<file path="config.mk">
export PLATFORM = sky130hd
export DESIGN_NAME = gshare_predictor
export DESIGN_NICKNAME = d
export VERILOG_FILES = /design/src/rtl/bp_pkg.sv /design/src/rtl/bp_counter_table.sv /design/src/rtl/gshare_predictor.sv
export SDC_FILE = /design/constraint.sdc
export NUM_CORES = 1
export LEC_CHECK = 0
export ABC_AREA = 1
export BUFFER_PORTS_ARGS = -buffer_cell sky130_fd_sc_hd__buf_2
export CORE_AREA = 3 3 163 165
export CTS_BUF_LIST = sky130_fd_sc_hd__clkbuf_8
export CTS_CLUSTER_SIZE = 28
export DETAILED_ROUTE_END_ITERATION = 12
export DIE_AREA = 0 0 166 168
export GPL_TIMING_DRIVEN = 0
export PLACE_DENSITY_LB_ADDON = 0.2
export SLEW_MARGIN = 20
export SYNTH_ARGS = -nofsm -noshare
export SYNTH_HDL_FRONTEND = slang
export SYNTH_SLANG_ARGS = --single-unit
</file>
<file path="constraint.sdc">
create_clock -name clk -period 3.5 [get_ports clk]
set_clock_uncertainty 0.2 [all_clocks]
set_input_delay 0.525 -clock clk [delete_from_list [all_inputs] [get_ports clk]]
set_output_delay 0.525 -clock clk [all_outputs]
set_load 0.03 [all_outputs]
</file>
<file path="src/rtl/bp_pkg.sv">
// Shared definitions for the branch-predictor slice: indexing modes,
// predictor state encoding and the saturating-counter step function.
package bp_pkg;

  localparam int unsigned MODE_BIMODAL = 0;
  localparam int unsigned MODE_GSHARE  = 1;
  localparam int unsigned CTR_W_MAX    = 4;

  typedef enum logic {
    INIT,
    RUN
  } bp_state_t;

  // Counter width is passed at the call site so one function serves every CTR_W.
  function automatic logic [CTR_W_MAX-1:0] sat_next(
    input logic [CTR_W_MAX-1:0] ctr,
    input logic                 taken,
    input int unsigned          ctr_w
  );
    logic [CTR_W_MAX-1:0] top;
    top = CTR_W_MAX'((1 << ctr_w) - 1);
    if (taken) return (ctr == top) ? ctr : ctr + 1'b1;
    else       return (ctr == '0)  ? ctr : ctr - 1'b1;
  endfunction

endpackage

</file>
<file path="src/rtl/bp_counter_table.sv">
// Table of saturating counters with an INIT sweep pointer, one synchronous
// read port and one read-modify-write update port (read sees pre-update data).
module bp_counter_table
  import bp_pkg::*;
#(
  parameter int unsigned IDX_W    = 6,
  parameter int unsigned CTR_W    = 2,
  parameter int unsigned INIT_VAL = 3
) (
  input  logic             clk,
  input  logic             rst_n,
  input  logic             init_en,
  output logic             init_last,
  input  logic             rd_en,
  input  logic [IDX_W-1:0] rd_idx,
  output logic [CTR_W-1:0] rd_ctr,
  input  logic             wr_en,
  input  logic [IDX_W-1:0] wr_idx,
  input  logic             wr_taken
);

  logic [CTR_W-1:0] mem [2**IDX_W];
  logic [IDX_W-1:0] ptr;
  logic [CTR_W-1:0] wr_next;

  assign init_last = init_en && (ptr == '1);
  assign wr_next   = CTR_W'(sat_next(CTR_W_MAX'(mem[wr_idx]), wr_taken, CTR_W));

  always_ff @(posedge clk) begin
    if (!rst_n)       ptr <= '0;
    else if (init_en) ptr <= ptr + 1'b1;
  end

  // Read and write share the edge, so the read returns the pre-update counter.
  always_ff @(posedge clk) begin
    if (rst_n) begin
      if (init_en)    mem[ptr]    <= CTR_W'(INIT_VAL);
      else if (wr_en) mem[wr_idx] <= wr_next;
      if (rd_en)      rd_ctr      <= mem[rd_idx];
    end
  end

endmodule

</file>
<file path="src/rtl/gshare_predictor.sv">
// Bimodal / gshare branch predictor: index hashing, global history,
// INIT/RUN control and registered prediction outputs around the counter table.
module gshare_predictor
  import bp_pkg::*;
#(
  parameter int unsigned IDX_W    = 6,
  parameter int unsigned CTR_W    = 2,
  parameter int unsigned HIST_W   = 6,
  parameter int unsigned MODE     = MODE_GSHARE,
  parameter int unsigned INIT_VAL = (1 << CTR_W) - 1,
  parameter int unsigned PC_W     = 32,
  parameter int unsigned PC_LSB   = 2
) (
  input  logic              clk,
  input  logic              rst_n,
  output logic              ready,
  input  logic              req_valid,
  input  logic [PC_W-1:0]   req_pc,
  output logic              pred_valid,
  output logic              pred_taken,
  output logic [HIST_W-1:0] pred_hist,
  input  logic              upd_valid,
  input  logic [PC_W-1:0]   upd_pc,
  input  logic [HIST_W-1:0] upd_hist,
  input  logic              upd_taken,
  output logic [HIST_W-1:0] ghr
);

  bp_state_t         state, state_next;
  logic              init_last;
  logic              req_go, upd_go;
  logic [IDX_W-1:0]  req_idx, upd_idx;
  logic [CTR_W-1:0]  rd_ctr;
  logic              s1_valid;
  logic [HIST_W-1:0] s1_hist;
  logic              unused_pc_bits;

  assign unused_pc_bits = ^{req_pc, upd_pc};

  assign req_go  = (state == RUN) && req_valid;
  assign upd_go  = (state == RUN) && upd_valid;
  assign req_idx = req_pc[PC_LSB +: IDX_W] ^ ((MODE == MODE_GSHARE) ? IDX_W'(ghr) : '0);
  assign upd_idx = upd_pc[PC_LSB +: IDX_W] ^ ((MODE == MODE_GSHARE) ? IDX_W'(upd_hist) : '0);

  bp_counter_table #(
    .IDX_W    (IDX_W),
    .CTR_W    (CTR_W),
    .INIT_VAL (INIT_VAL)
  ) u_table (
    .clk       (clk),
    .rst_n     (rst_n),
    .init_en   (state == INIT),
    .init_last (init_last),
    .rd_en     (req_go),
    .rd_idx    (req_idx),
    .rd_ctr    (rd_ctr),
    .wr_en     (upd_go),
    .wr_idx    (upd_idx),
    .wr_taken  (upd_taken)
  );

  always_comb begin
    state_next = state;
    if (state == INIT && init_last) state_next = RUN;
  end

  always_ff @(posedge clk) begin
    if (!rst_n) begin
      state      <= INIT;
      ready      <= 1'b0;
      ghr        <= '0;
      s1_valid   <= 1'b0;
      s1_hist    <= '0;
      pred_valid <= 1'b0;
      pred_taken <= 1'b0;
      pred_hist  <= '0;
    end else begin
      state      <= state_next;
      ready      <= (state_next == RUN);
      s1_valid   <= req_go;
      pred_valid <= s1_valid;
      if (req_go) s1_hist <= ghr;
      // Truncating {ghr, taken} to HIST_W also covers the single-bit history case.
      if (upd_go) ghr <= HIST_W'({ghr, upd_taken});
      if (s1_valid) begin
        pred_taken <= rd_ctr[CTR_W-1];
        pred_hist  <= s1_hist;
      end
    end
  end

endmodule

</file>
Yosys cells after proc, flatten, opt, wreduce, memory -nomap -nowiden
Memory sizes are Yosys's and may differ from the RTL's. A register that Yosys moved wholly into a read port is not among the register bits.
Cells that the tools add are included.
- register bits: 28
- RAM bits: 128
- bits of input ports: 75
- output and inout port bits: 15
- logic and storage cells: 37
- memories kept: 1
- memory list (memory ; words ; bits a word ; read ports ; clocked after memory_dff ; write ports ; line ; text):
    u_table.mem ; 64 ; 2 ; 2 ; 1 ; 1 ; bp_counter_table.sv:22 ; logic [CTR_W-1:0] mem [2**IDX_W];
- add/sub/neg operators: 3
- equality and inequality tests: 2
- multiplexer cells: 13
- bitwise gates (word level): 3
- reductions and logical operators: 7
- operators by type and width (operator ; number):
    6-bit XOR ; 2
    1-bit two-way mux ; 8
    2-bit two-way mux ; 4
    6-bit by 1-bit adder with 6-bit output (second input constant) ; 1
    6-bit == test (second input constant) ; 1
    6-bit two-way mux ; 1
    1-bit logical AND ; 4
    2-bit by 1-bit adder with 2-bit output (second input constant) ; 1
    2-bit == test (second input constant) ; 1
    2-bit zero test ; 1
    2-bit AND reduction ; 1
    2-bit OR reduction ; 1
    2-bit by 1-bit subtractor with 2-bit output (second input constant) ; 1
    1-bit inverter ; 1

Logic depth before layout (Yosys ltp)
Gate-level depths: netlist of the first run.
- depth in word-level cells: 7
- depth in mapped cells: 16
- gate-level depth less buffers: 15

Modules after synthesis
A second synthesis of the first run with hierarchy kept.
- cell total of the unflattened synthesis: 964
- area, all modules: 8150.3 µm²
- by module, submodules not included (module ; instances ; cells each ; area an instance (µm²) ; sequential area each (µm²)):
    bp_counter_table ; 1 ; 833 ; 7200.7 ; 4023.9
    gshare_predictor ; 1 ; 131 ; 949.7 ; 440.4

Worst setup path before layout of the first run
OpenSTA, ideal clock, no wires.
- path type: in2reg
- start point: input upd_hist[2]
- end point: memory u_table.mem[0][1], data pin
- library setup time: 0.601 ns
- arrival time: 2.438 ns
- data required time: 2.699 ns
- slack: 0.261 ns
- cell stages on the path: 11
- buffers on the path: 1
- cell sequence: xnor2_2 -> clkbuf_1 -> nand3_1 -> nand3_1 -> nand3_1 -> nand3_1 -> nand2_1 -> inv_1 -> nand2_1 -> nand2_1 -> nand3_1
- word-level cells in the longest chain between the ends: 6
- elaborated cells between the ends (all ways): 10
- classes of those cells: 2 x add/sub; 1 x eq/ne; 4 x mux; 1 x bitwise; 1 x reduce/logical; 1 x memory
- ends and longest elaborated chain (item ; line ; text):
    start, declared ; gshare_predictor.sv:24 ; input logic [HIST_W-1:0] upd_hist,
    6-bit XOR (*) ; gshare_predictor.sv:43 ; assign upd_idx = upd_pc[PC_LSB +: IDX_W] ^ ((MODE == MODE_GSHARE) ? IDX_W'(upd_hist) : '0);
    memory read 64 x 2 bit (*) ; - ;
    2-bit by 1-bit subtractor with 2-bit output, or another cell as far along ; bp_pkg.sv:23 ; else return (ctr == '0) ? ctr : ctr - 1'b1;
    2-bit two-way mux (on tied branches) ; bp_pkg.sv:23, bp_pkg.sv:22 ;
    2-bit two-way mux (*) ; bp_pkg.sv:22 ; if (taken) return (ctr == top) ? ctr : ctr + 1'b1;
    2-bit two-way mux (no source line) (*) ; - ;
    end, declared ; bp_counter_table.sv:22 ;
Every way passes the cells marked *; elsewhere a longest branch is shown, timed or not.

Worst setup path after layout of the first run
- start point: input upd_hist[2]
- end point: memory u_table.mem[56][0], data pin
Same word-level chain as after synthesis.

==> results.json, run 1 <==
{
  "status": "finished, final reports clean",
  "ctsResizeCount": 0,
  "crit_required_ns": 3.50,
  "cp-startpoint": "upd_hist[2]",
  "cts_buffers": 17,
  "irDropWorstVdd_mv": 0.308,
  "seq_power_share_pct": 48.9,
  "drc": 0,
  "crit_top_cell": "nand3_1",
  "tightest_slew_ns": 0.948,
  "p_sw_mw": 1.15,
  "yosys_warnings": 0,
  "fill_cells": 2587,
  "synth_area_leader_cell": "edfxtp_1",
  "path_cells": "buf_2 -> xnor2_2 -> inv_2 -> buf_2 -> nand3_1 -> nand3_1 -> nand3_1 -> nand3_1 -> nand2_1 -> inv_1 -> nand2_1 -> nand3_4 -> buf_12",
  "cts_tree": "done",
  "synth_top_area_share_pct": 50.0,
  "cts_hold_buf": 0,
  "gp_congestion": 0.923,
  "grt_max_degree": 42,
  "crit_slowest_cell": "xnor2_2",
  "wl_um": 25600,
  "post_drt_wl_per_cell_um": 20.2,
  "worst-path-buf-inv": 5,
  "synthAdderAreaFrac_pct": 0.161,
  "p_comb_share_pct": 11.9,
  "finalSetupViolCount": 0,
  "slowest_delay_ns": 0.60,
  "dieWidth_um": 166,
  "worstPathMaxFanout": 40,
  "grt_pass1_vias": 6348,
  "ys_seq_area_share_pct": 57.2,
  "synthXorXnorAreaFrac_pct": 1.68,
  "slew_headroom_pct": 36.6,
  "finish.utilization_pct": 35.2,
  "crit_cells": 13,
  "avgSynthCellArea_um2": 8.94,
  "via_per_inst": 5.15,
  "synthCells": 867,
  "start_kind": "input port",
  "min_period_ns": 3.16,
  "insertion_delay_ns": 0.47,
  "rsz0062_at_grt": "false",
  "arrival_ns": 3.16,
  "p_leak_nw": 3.54,
  "reg2reg_depth": 8,
  "cp-end-kind": "flop",
  "reg2reg_to": "u_table.rd_ctr[1]",
  "cts_sinks": 157,
  "holdWs_ns": 0.167,
  "synth_compound_area_share_pct": 7.55,
  "synthTopCellsByArea": "edfxtp_1 (50%), nand2_1 (9.1%), nand3_1 (8.1%)",
  "antenna_found_initial": 0,
  "synth_nets": 943,
  "synthMuxAreaShare_pct": 0,
  "synth.distinct_cells": 37,
  "cap_violations": 0,
  "vias": 6526,
  "p_per_area_nw_per_um2": 460,
  "crit_family": "buffers and inverters",
  "r2r_setup_slack_ns": 0.63,
  "dp_hpwl_um": 17200,
  "root_buffer": "clkbuf_8",
  "first_iter_violations": 634,
  "drive_gt1_share_pct": 13.5,
  "io_buffers": 37,
  "antenna_cells": 0,
  "critPathKind": "in2reg",
  "dieArea_um2": 27900,
  "synth_area_um2": 7750,
  "start_util_pct": 30.8,
  "synth-simple-area-share_pct": 26.2,
  "drtPass1Iterations": 8,
  "row_count": 58,
  "ant_nets": 0,
  "synth_top_family_by_area": "simple AND/OR/NAND/NOR gates",
  "overflow": 0,
  "crit_end": "u_table.mem[56][0]",
  "timing.rr.start": "ghr[1]",
  "htree_levels": 4,
  "fmax_ghz": 0.316,
  "pin_count": 90,
  "internal_power_mw": 2.93,
  "die_h_um": 168,
  "hold_class": "in2reg",
  "netSwitchingFraction_pct": 28.2,
  "cts_setup_buffers": 0,
  "drv_slew": 0,
  "synth-seq-cells": 157,
  "core_area_um2": 25200,
  "grt_first_pass_wirelength_um": 38200,
  "finalCritPeriodShare_pct": 90.3,
  "pwr-share-clk_pct": 39.1,
  "area_growth_syn_to_layout_pct": 14.5,
  "clk_path_buf_depth": 2,
  "final_nets": 1001,
  "hold_viol": 0,
  "clk_pin_slew_ns": 0.09,
  "grtUsageTotal_pct": 18.2
}
[placed cells by master (no fill, tap or decap), types with 4 or more instances in the layout]
cell         n
inv_2        4
buf_2       56
o21ai_0     49
o22ai_1      4
nor4_1       9
inv_8        4
nand3_1    124
nand4_2      8
inv_1       99
xnor2_1      6
o211ai_1    30
o21ai_2      4
bufinv_16    4
clkbuf_8    17
edfxtp_1   129
nor2_1     112
nand2_1    189
or2_2        6
a21oi_1      8
dfxtp_1     28
clkbuf_1    12
[final cells by class]
class	count	area, µm²	area share (%)
buffer	34	159	1.79
clock buffer	17	234	2.64
clock inverter	15	224	2.52
inverter	106	403	4.54
multi-input combinational	570	2780	31.4
sequential	157	4430	50.0
tap	330	413	4.65
timing repair buffer	39	225	2.54
[cell families after synthesis]
logic type,Yosys count
and+or+nand+nor,461
DFF,157
buffers and inverters,140
AOI/OAI and AO/OA,97
xor gates and xnor gates,11
adders and majority gates,1
[worst register-to-register path: cells and delay by family, from the launching register on]
| family | cells | cell delay (ns) |
|---|---|---|
| buffers and inverters | 1 | 0.69 |
| AO/OA/AOI/OAI | 4 | 0.64 |
| XOR/XNOR | 1 | 0.54 |
| flip-flops | 1 | 0.37 |
| AND/OR/NAND/NOR | 2 | 0.29 |
[Yosys cell counts, drive strengths merged]
cell and number:
a21oi 9, nor4 9, o211ai 30, inv 105, a31oi 1, buf 22, nor2 113, o21ai 53
xnor2 8, edfxtp 129, or2 7, clkbuf 12, clkinv 1, o22ai 4, nand2 192, nand3b 1
nand3 127, nand4 9, ha 1, xor2 3, dfxtp 28, nor3 3
[per-layer routing]
metal  share of wire, %  vias up  global-route usage (%)
li1                   -     3051                       -
met1                 42     3124                    23.6
met2                 47      301                    30.2
met3                7.6       50                    3.19
met4                3.1        0                    7.74
met5                  0        -                       0
[how the worst min path moves through the flow]
stage	depth (start not counted)	slack (ns)	from	endpoint
after global routing	3	0.17	rst_n	u_table.ptr[4]
after global placement	2	0.27	s1_hist[5]	s1_hist[5]
after detailed placement	2	0.27	s1_hist[3]	s1_hist[3]
after CTS	3	0.14	rst_n	u_table.ptr[4]
after floorplan	2	0.25	u_table.rd_ctr[1]	pred_taken
final	3	0.17	rst_n	u_table.ptr[4]
[metrics by stage]
stage | total power [mW] | setup TNS, ns | cells | worst slack [ns] | cell area, µm²
after global placement | 2.51 | -259.80 | 1234 | -2.05 | 8350
after detailed placement | 2.52 | -8.59 | 1236 | -0.112 | 8420
final | 4.08 | 0 | 1268 | 0.338 | 8870
after global routing | 4.22 | 0 | 1268 | 0.178 | 8870
after floorplan | 2.33 | 0 | 867 | 0.261 | 7750
after CTS | 4.09 | 0 | 1268 | 0.384 | 8870
[state kept, by name, indices dropped and copies added (netlist names)]
register,flops
u_table.mem,128
ghr,6
pred_hist,6
s1_hist,6
u_table.ptr,6
pred_taken,1
pred_valid,1
s1_valid,1
state,1
u_table.rd_ctr,1
[power groups by stage]
stage / clock [mW] / sequential, mW / combinational (mW)
after floorplan: 0 / 2.04 / 0.288
final: 1.60 / 2.00 / 0.488
after global placement: 0 / 2.04 / 0.471
after global routing: 1.70 / 2.00 / 0.522
after detailed placement: 0 / 2.04 / 0.476
after CTS: 1.62 / 2.00 / 0.478
No activity file was read; power rests on OpenSTA's default activity.
==> inputs of run 2 (changes only) <==
Settings changed: CORE_AREA 3 3 163 165 to 3 3 167 169, DIE_AREA 0 0 166 168 to 0 0 170 172, SLEW_MARGIN 20 to not set, SYNTH_HIERARCHICAL set to 1.
==> results.json, run 2 <==
{
  "fmax_ghz": 0.317,
  "pwr-share-clk_pct": 34.8,
  "yosys_warnings": 6,
  "tightest_slew_ns": 0.839,
  "clk_path_buf_depth": 2,
  "cts_tree": "done",
  "via_per_inst": 4.95,
  "pin_count": 90,
  "antenna_found_initial": 0,
  "insertion_delay_ns": 0.47,
  "largest-register": "u_table/mem",
  "dp.cells": 1234,
  "met3_usage_pct": 3.93,
  "finish.utilization_pct": 32.3,
  "grt_first_pass_wirelength_um": 37700,
  "p_per_area_nw_per_um2": 440,
  "slew_headroom_pct": 43.9,
  "drv_slew": 0,
  "p_sw_mw": 1.05,
  "drc": 0,
  "cap_violations": 0,
  "netSwitchingFraction_pct": 27.6,
  "final_common_cell": "nand2_1",
  "antenna_cells": 0,
  "crit_required_ns": 3.49,
  "rsz0062_at_grt": "false",
  "grtUsageTotal_pct": 17.5,
  "io_buffers": 37,
  "grt_max_degree": 44,
  "p_comb_share_pct": 12.5,
  "slowest_delay_ns": 0.37,
  "internal_power_mw": 2.74,
  "final_cells": 1266,
  "ant_nets": 0,
  "fin_total_pwr_mw": 3.79,
  "top_usage_layer": "met2",
  "critPathKind": "in2reg",
  "grt_pass1_vias": 5996,
  "root_buffer": "clkbuf_8",
  "min_period_ns": 3.15,
  "path_cells": "buf_2 -> xor2_1 -> buf_2 -> inv_1 -> buf_2 -> nand3_1 -> nand2_1 -> nand2_1 -> nand3_1 -> nand3_1 -> nand2_1 -> a21oi_1 -> nand2_2 -> buf_12",
  "area_growth_syn_to_layout_pct": 13.5,
  "crit_slowest_cell": "nand2_2",
  "clk_pin_slew_ns": 0.09,
  "post_drt_wl_per_cell_um": 19.9,
  "synthCells": 854,
  "row_count": 60,
  "gp_congestion": 0.929,
  "final_nets": 988,
  "holdWs_ns": 0.121,
  "start_kind": "input port",
  "wl_um": 25200,
  "htree_levels": 4,
  "hold_class": "in2reg",
  "drive_gt1_share_pct": 13.9,
  "finalSetupViolCount": 0,
  "largest_reg_flops": 128,
  "arrival_ns": 3.14,
  "overflow": 0,
  "avgSynthCellArea_um2": 8.91,
  "cts_sinks": 157,
  "layout_common_cells": "nand2_1 (221), nor2_1 (143), edfxtp_1 (129)",
  "ctsResizeCount": 0,
  "worstPathMaxFanout": 39,
  "core_area_um2": 26700,
  "first_iter_violations": 670,
  "synth_area_um2": 7610,
  "cts_setup_buffers": 0,
  "dp_hpwl_um": 17200,
  "hold_viol": 0,
  "grtUsageMet1_pct": 23.6,
  "drtPass1Iterations": 6,
  "cts_buffers": 17,
  "finalCritPeriodShare_pct": 90.0,
  "dieWidth_um": 170,
  "die_h_um": 172,
  "synth_nets": 930,
  "dieArea_um2": 29200,
  "irDropWorstVdd_mv": 0.189,
  "tns_ns": 0,
  "cts_hold_buf": 0,
  "p_leak_nw": 3.62,
  "grtUsageMet2_pct": 28.1,
  "vias": 6269,
  "cp-end-kind": "flop",
  "start_util_pct": 28.5,
  "status": "finished, final reports clean",
  "seq_power_share_pct": 52.7
}
-- run 2: cell types whose count changed in the layout (fill, tap and decap cells not counted), moves of 5 or more --
| cell | previous run | this run |
|---|---|---|
| buf_2 | 56 | 63 |
| nand2_1 | 189 | 221 |
| nand3_1 | 124 | 114 |
| inv_1 | 99 | 44 |
| o22ai_1 | 4 | 16 |
| buf_4 | 2 | 8 |
| or2_2 | 6 | 0 |
| o211ai_1 | 30 | 0 |
| xnor2_1 | 6 | 0 |
| xor2_1 | 2 | 12 |
| nor2_1 | 112 | 143 |
| nand4_2 | 8 | 3 |
-- run 2: final cells by class --
cell class                      instances  area [µm²]
Timing Repair Buffer                   39         225
Buffer                                 52         290
Clock inverter                         15         133
Tap cell                              341         427
Fill cell                            2863       18100
Sequential cell                       157        4430
Multi-Input combinational cell        598        2710
Clock buffer                           17         234
Inverter                               47         176
-- run 2: worst max-delay path, delay by kind of cell --
kind                   cells  cell delay (ns)
buffers and inverters      5             1.29
AO/OA/AOI/OAI              1             0.22
XOR/XNOR                   1             0.13
AND/OR/NAND/NOR            7             0.93
-- run 2: routing by layer --
| layer | vias to the layer above | wire length, µm |
|---|---|---|
| met2 | 238 | 11400 |
| met5 | - | 0 |
| met3 | 42 | 1590 |
| met4 | 0 | 776 |
| li1 | 2974 | - |
| met1 | 3015 | 11400 |
-- run 2: power groups by stage --
stage	sequential, mW	combinational [mW]	clock [mW]
finish	2.00	0.474	1.32
global route	2.00	0.509	1.43
CTS	2.00	0.467	1.35
detailed placement	2.04	0.465	0
global placement	2.04	0.466	0
floorplan	2.04	0.287	0
-- run 2: final timing paths --
path / from / to / slack [ns] / cells past startpoint
worst max-delay path: upd_hist[2] / u_table/mem[13][0] / 0.35 / 14
worst min-delay path: rst_n / pred_hist[5] / 0.12 / 3
worst min register to register: s1_hist[1] / pred_hist[1] / 0.29 / 2
worst max register to register: state / u_table/mem[60][0] / 0.40 / 8
-- run 2: metrics by stage --
step / area (µm²) / setup slack [ns]
floorplan: 7610 / 0.492
global placement: 8220 / -1.34
detailed placement: 8260 / -0.138
CTS: 8630 / 0.361
global route: 8630 / 0.206
finish: 8630 / 0.349
